--- src/rtl/distributor14.sv ---
// rtl/distributor14.sv - four-channel data distributor with manual or round-robin targeting
//
// Purpose: accepts a 4-bit word under a valid/ready handshake and writes it into
// one of four holding registers. The target channel comes from the manual select
// {iS1,iS0}, or from a round-robin pointer when iAuto is set. Each channel
// reports its state on a full flag, which its consumer clears with an ack.
//
// Ports:
//   iClk, iRst_n        clock, asynchronous active-low reset
//   iD, iValid, oReady  offered data word and its handshake
//   iS0, iS1, iAuto     manual channel select and round-robin enable
//   oZ0..oZ3            per-channel held data
//   oFull, iAck         per-channel occupancy and consumer take strobe
//   oPtr                round-robin pointer
//   oCount              number of occupied channels

module distributor14 (
    input  logic       iClk,
    input  logic       iRst_n,
    input  logic [3:0] iD,
    input  logic       iValid,
    output logic       oReady,
    input  logic       iS0,
    input  logic       iS1,
    input  logic       iAuto,
    output logic [3:0] oZ0,
    output logic [3:0] oZ1,
    output logic [3:0] oZ2,
    output logic [3:0] oZ3,
    output logic [3:0] oFull,
    input  logic [3:0] iAck,
    output logic [1:0] oPtr,
    output logic [2:0] oCount
);

    logic [3:0] z_q [0:3];
    logic [3:0] z_d [0:3];
    logic [3:0] full_q, full_d;
    logic [1:0] ptr_q, ptr_d;
    logic [2:0] count_q, count_d;

    logic [1:0] target;
    logic       ready;
    logic       xfer;

    always_comb begin
        target = iAuto ? ptr_q : {iS1, iS0};
        // A full target frees up in the same cycle its consumer acks it.
        ready  = ~full_q[target] | iAck[target];
        xfer   = iValid & ready;

        // Acks on empty channels are harmless: clearing an already-clear bit.
        full_d = full_q & ~iAck;
        for (int i = 0; i < 4; i++) begin
            z_d[i] = z_q[i];
        end
        ptr_d = ptr_q;

        // A write wins over an ack on the same channel (pass-through).
        if (xfer) begin
            full_d[target] = 1'b1;
            z_d[target]    = iD;
            if (iAuto) begin
                ptr_d = ptr_q + 2'd1;
            end
        end

        // Count tracks the next full value so both registers update together.
        count_d = 3'd0;
        for (int i = 0; i < 4; i++) begin
            count_d = count_d + {2'b00, full_d[i]};
        end
    end

    always_ff @(posedge iClk or negedge iRst_n) begin
        if (!iRst_n) begin
            for (int i = 0; i < 4; i++) begin
                z_q[i] <= 4'b0000;
            end
            full_q  <= 4'b0000;
            ptr_q   <= 2'd0;
            count_q <= 3'd0;
        end else begin
            for (int i = 0; i < 4; i++) begin
                z_q[i] <= z_d[i];
            end
            full_q  <= full_d;
            ptr_q   <= ptr_d;
            count_q <= count_d;
        end
    end

    assign oReady = ready;
    assign oZ0    = z_q[0];
    assign oZ1    = z_q[1];
    assign oZ2    = z_q[2];
    assign oZ3    = z_q[3];
    assign oFull  = full_q;
    assign oPtr   = ptr_q;
    assign oCount = count_q;

endmodule

--- config.mk ---
export PLATFORM = sky130hd
export DESIGN_NAME = distributor14
export DESIGN_NICKNAME = d
export VERILOG_FILES = /design/src/rtl/distributor14.sv
export SDC_FILE = /design/constraint.sdc
export NUM_CORES = 1
export LEC_CHECK = 0
export BUFFER_PORTS_ARGS = -buffer_cell sky130_fd_sc_hd__buf_2
export CAP_MARGIN = 20
export CORE_MARGIN = 1
export CORE_UTILIZATION = 50
export DETAILED_ROUTE_END_ITERATION = 12
export PLACE_DENSITY = 0.85
export RECOVER_POWER = 25
export SYNTH_ARGS = -nofsm -noshare
export SYNTH_HDL_FRONTEND = slang
export SYNTH_SLANG_ARGS = --single-unit
--- constraint.sdc ---
create_clock -name iClk -period 6.67 [get_ports iClk]
set_input_delay 0.3335 -clock iClk [delete_from_list [all_inputs] [get_ports iClk]]
set_output_delay 0.3335 -clock iClk [all_outputs]
set_load 0.01 [all_outputs]
# After elaboration in Yosys (flattened, before gate mapping)
# Index checks and enable logic that the tools add are counted.
[word_totals]
regBits = 25
input_bits = 14
output_inout_bits = 26
elab_cells = 36
[classes]
n_addsub = 4
n_lt_le_gt_ge = 4
n_mux = 11
bitwise_logic = 7
reduce_logical = 3
[op_table]
columns = ["operator", "n"]
rows = [
  ["$bwmux W16", 1],
  ["$demux W4 S2", 1],
  ["$mux W4", 2],
  ["$and A4 B4 Y4", 1],
  ["$bmux W1 S2", 2],
  ["$not A4 Y4", 1],
  ["$or A4 B4 Y4", 1],
  ["$add A2 B1 Y3", 1],
  ["$add A3 B1 Y3", 1],
  ["$ge A3 B3 Y1 const B", 1],
  ["$lt A2 B3 Y1 const B", 1],
  ["$lt A3 B1 Y1 const B", 1],
  ["$mux W1", 3],
  ["$not A2 Y3", 1],
  ["$add A1 B1 Y2", 1],
  ["$add A2 B1 Y2 const B", 1],
  ["$demux W1 S2", 1],
  ["$ge A2 B1 Y1 const B", 1],
  ["$logic_and A1 B1 Y1", 2],
  ["$mux W2", 1],
  ["$reduce_and A2 Y1", 1],
  ["$and A1 B1 Y1", 1],
  ["$not A1 Y1", 1],
  ["$or A1 B1 Y1", 1],
]

# Depth between registers and ports, before layout
[depth]
depth_word = 10
ltp_mapped = 7
mapped_depth_nobuf = 7

# Least setup slack after synthesis
# OpenSTA, ideal clock, no wires.
[synth_timing]
kind = "flip-flop to flip-flop"
from = "register ptr_q[0], in the netlist oPtr[0]"
to = "register count_q[1], in the netlist oCount[1]"
setup_ps = 126
arrival_ps = 2143
t_required_ps = 6544
setup_slack_ps = 4401
path_stages_with_launch = 8
n_path_buf = 0
period_less_slack_ps = 2269
path_cell_list = "dfrtp_1 mux2i_1 and2b_2 nand2_4 nand2_1 fa_1 ha_1 ha_1"
[synth_between]
elab_chain_cells = 10
elab_cells_between_ends = 18
classes_between = "3 x add/sub; 2 x order compare; 8 x mux; 4 x bitwise; 1 x reduce/logical"
[synth_lines]
columns = ["item", "line", "rtl"]
rows = [
  ["start: declaration", "39", "logic [1:0] ptr_q, ptr_d;"],
  ["start signal: assignment", "88", "ptr_q <= ptr_d;"],
  ["$mux W2 *", "47", "target = iAuto ? ptr_q : {iS1, iS0};"],
  ["$lt A2 B3 Y1 (not written as such), or another cell as far along", "61", "full_d[target] = 1'b1;"],
  ["$logic_and A1 B1 Y1 (not written as such) or $mux W1 (tied branches)", "61, 49", ""],
  ["$mux W1 (not written as such) or $not A1 Y1 (tied branches)", "61, 49", ""],
  ["$demux W1 S2 or $or A1 B1 Y1 (tied branches)", "61, 49", ""],
  ["$or A4 B4 Y4 (no line) or $and A1 B1 Y1 (tied branches)", "--", ""],
  ["$mux W4 *", "60", "if (xfer) begin"],
  ["named net full_d[1]", "38", "logic [3:0] full_q, full_d;"],
  ["$add A1 B1 Y2 *", "71", "count_d = count_d + {2'b00, full_d[i]};"],
  ["$add A2 B1 Y3 *", "71", ""],
  ["$add A3 B1 Y3 *", "71", ""],
  ["named net count_d[1]", "40", "logic [2:0] count_q, count_d;"],
  ["end signal: assignment", "89", "count_q <= count_d;"],
  ["end: declaration", "40", ""],
]
# Mark *: on every way through the listed nets, which the timed path passes. The rest lies on a longest branch. The select of a mux whose other input is x is not followed.
# A chain may end at the register's enable or synchronous reset.

# Final worst setup path
# Ends and elaborated chain as after synthesis.

==> impl_metrics.tcl <==
set metrics [dict create \
    status "completed" \
    worst_slack_ps 4150 \
    final.min_clock_period_ps 2520 \
    clk_pin_slew_ps 120 \
    layout-drive-gt1-share_pct 52.2 \
    ys_warn_count 0 \
    post_dp_cell_area_sq_um 1270 \
    coreArea_sq_um 1960 \
    wl_um 1950 \
    final_util_pct 66.6 \
    clock-root-buffer "clkbuf_4" \
    total_power_uw 550 \
    netlist_top_cells_area "dfrtp_1 60%, mux2_2 17%, mux2i_1 4.8%" \
    postCtsSetupBuffers 0 \
    area_growth_pct 25.3 \
    worst_hold_path.num_cells 2 \
    synth_top_area_share_pct 60.0 \
    cts_hold_buf 1 \
    startpoint "oPtr[0]" \
    syn_avg_cell_area_sq_um 14.7 \
    gr-total-overflow 0 \
    synth_area_leader_cell "dfrtp_1" \
    clk_latency_ps 300 \
    syn-cell-area_sq_um 1040 \
    cp-end-kind "flop" \
    r2r_cells 6 \
    vias_per_cell 5.04 \
    clock-sinks 25 \
    grt_max_degree 26 \
    cp_max_fo 5 \
    track_usage_pct 18.2 \
    crit_chain "mux2i_1 -> nand4_1 -> nand2_1 -> fa_1 -> ha_1 -> ha_1" \
    dr.first_iter.drc_count 12 \
    p_clk_share_pct 11.4 \
    synth_cells 71 \
    cts_resized 0 \
    cp-start-kind "flop" \
    grt_pass1_vias 645 \
    finClkSkew_ps 1.33 \
    synth_fp_nets 88 \
    max_freq_mhz 396 \
    hold_path_startpoint "iD[3]" \
    leakagePower_nw 0.690 \
    htreeDepth 1 \
    worst-slew-pin-transition_ps 1310 \
    ios 40 \
    wire_per_inst_um 13.7 \
    start_util_pct 53.2 \
    firstDrtPassIters 4 \
    rows 16 \
    cp.arrival_ps 2720 \
    synth-edff-count 0 \
    slowest_stage "fa_1" \
    max-slew-margin-rel_pct 12.8 \
    num_antenna_cells 0 \
    grt_pass1_wl_um 2810 \
    synthDistinctLibCells 18 \
    p_sw_share_pct 34.9 \
    cp_common_cell "ha_1" \
    cpPeakStageDelay_ps 440 \
    crit_family "adder cells" \
    setup_viol 0 \
    min_path_type "in2reg" \
    hold_violations 0 \
    powerDensity_nw_per_um2 421 \
    grt_antenna_before_repair 0 \
    die_w_um 47.7 \
    ys_ff_latch 25 \
    port_buffers 39 \
    crit_cells 6 \
    synth_ff_type "dfrtp_1" \
    maxCapViolCount 0 \
    pre_cts_ws_ps 4050 \
    ant_nets 0 \
    p_comb_share_pct 42.6 \
    fin_crit_sh_pct 37.8 \
    rsz0062_at_grt "false" \
    cts_tree "done" \
    r2r-start "oPtr[0]" \
    final_area_sq_um 1310 \
    intPower_uw 358 \
    tns_ps 0 \
    ys_async_sr_fraction_pct 100 \
    layout.nets 133 \
    die_area_sq_um 2270 \
    gp_congestion 0.785 \
    drv_slew 0 \
    hpwlAfterDp_um 1470 \
    die_y_um 47.7 \
    ctsLongestPathBuffers 2 \
    p_switching_uw 192 \
    seq_power_share_pct 46.0 \
    cts_made_buffers 3 \
    peakVddDrop_uv 260 \
    crit_required_ps 6870 \
    crit_buf_inv 0 \
    via_count 715 \
    drc 0 \
    synth-seq-area-share_pct 60.0 \
    crit_type "reg2reg" \
]
flip-flops by register name, indices dropped and copies added, names as in the netlist:
name	count
oZ0	4
oZ1	4
oFull	4
oZ2	4
oCount	3
oZ3	4
oPtr	2
layer usage:
layer	vias to the layer above	global-route usage (%)	part of all wire [%]
met5	-	0	0
met4	0	5.00	0
met3	0	3.40	5.0
met2	30	29.5	49
met1	346	25.3	46
li1	339	-	-
worst reg2reg max path, stage by stage (launching register included):
cell and delay, ps:
dfrtp_1 420, mux2i_1 430, nand4_1 430, nand2_1 230, fa_1 440, ha_1 200, ha_1 270
worst paths after layout:
path	end	slack, ps
worst max register to register	oCount[1]	4150
worst min-delay path	oZ2[3]	290
min in group asynchronous	oPtr[0]	840
worst max-delay path	oCount[1]	4150
worst min register to register	oPtr[0]	490
max in group asynchronous	oZ0[0]	5070
cells in the mapped netlist (all sizes together), types with 2 or more instances:
cell,n
nand4,2
and2b,2
nand2,6
nand2b,4
dfrtp,25
nand3,2
mux2i,5
ha,2
mux2,16
power groups by stage:
| stage | Combinational [mW] | Clock [mW] | Sequential, mW |
|---|---|---|---|
| after floorplan | 0.102 | 0 | 0.289 |
| after global placement | 0.227 | 0 | 0.255 |
| after detailed placement | 0.234 | 0 | 0.257 |
| after CTS | 0.236 | 0.0658 | 0.254 |
| after global routing | 0.257 | 0.0729 | 0.262 |
| final | 0.234 | 0.0626 | 0.253 |
through the flow:
stage / hold WS (ps) / std cells
floorplan: 37.9 / 71
global route: 281 / 142
CTS: 287 / 142
detailed placement: 344 / 137
finish: 293 / 142
global placement: 337 / 137
cells by family (layout without fill, tap and decap cells):
logic type	Yosys count	after routing	synth area share, %
DFF	25	25	60.0
muxes	21	21	22.1
and+or+nand+nor	17	17	10.3
AOI/OAI and AO/OA	2	2	1.32
xor gates and xnor gates	2	2	1.68
adders and majority gates	3	3	4.32
buffers and inverters	1	45	0.359
layout by cell type (no fill, tap or decap), types with 2 or more instances in the layout:
| cell type | netlist | routed |
|---|---|---|
| buf_2 | 0 | 38 |
| dfrtp_1 | 25 | 25 |
| mux2_2 | 16 | 16 |
| mux2i_1 | 5 | 5 |
| nand2b_1 | 4 | 4 |
| nand2_1 | 4 | 4 |
| clkbuf_4 | 0 | 3 |
| nand4_1 | 2 | 2 |
| nand2_4 | 2 | 2 |
| nand3_1 | 2 | 2 |
| ha_1 | 2 | 2 |
| clkbuf_1 | 0 | 2 |
cell type report:
class,count,area (sq um)
well taps,27,33.8
flip-flops and latches,25,626
inverters,1,3.75
multi-input cells,45,414
clock buffers,4,26.3
fillers,169,654
repair buffers,40,204
No activity file was read; power rests on OpenSTA's default activity.
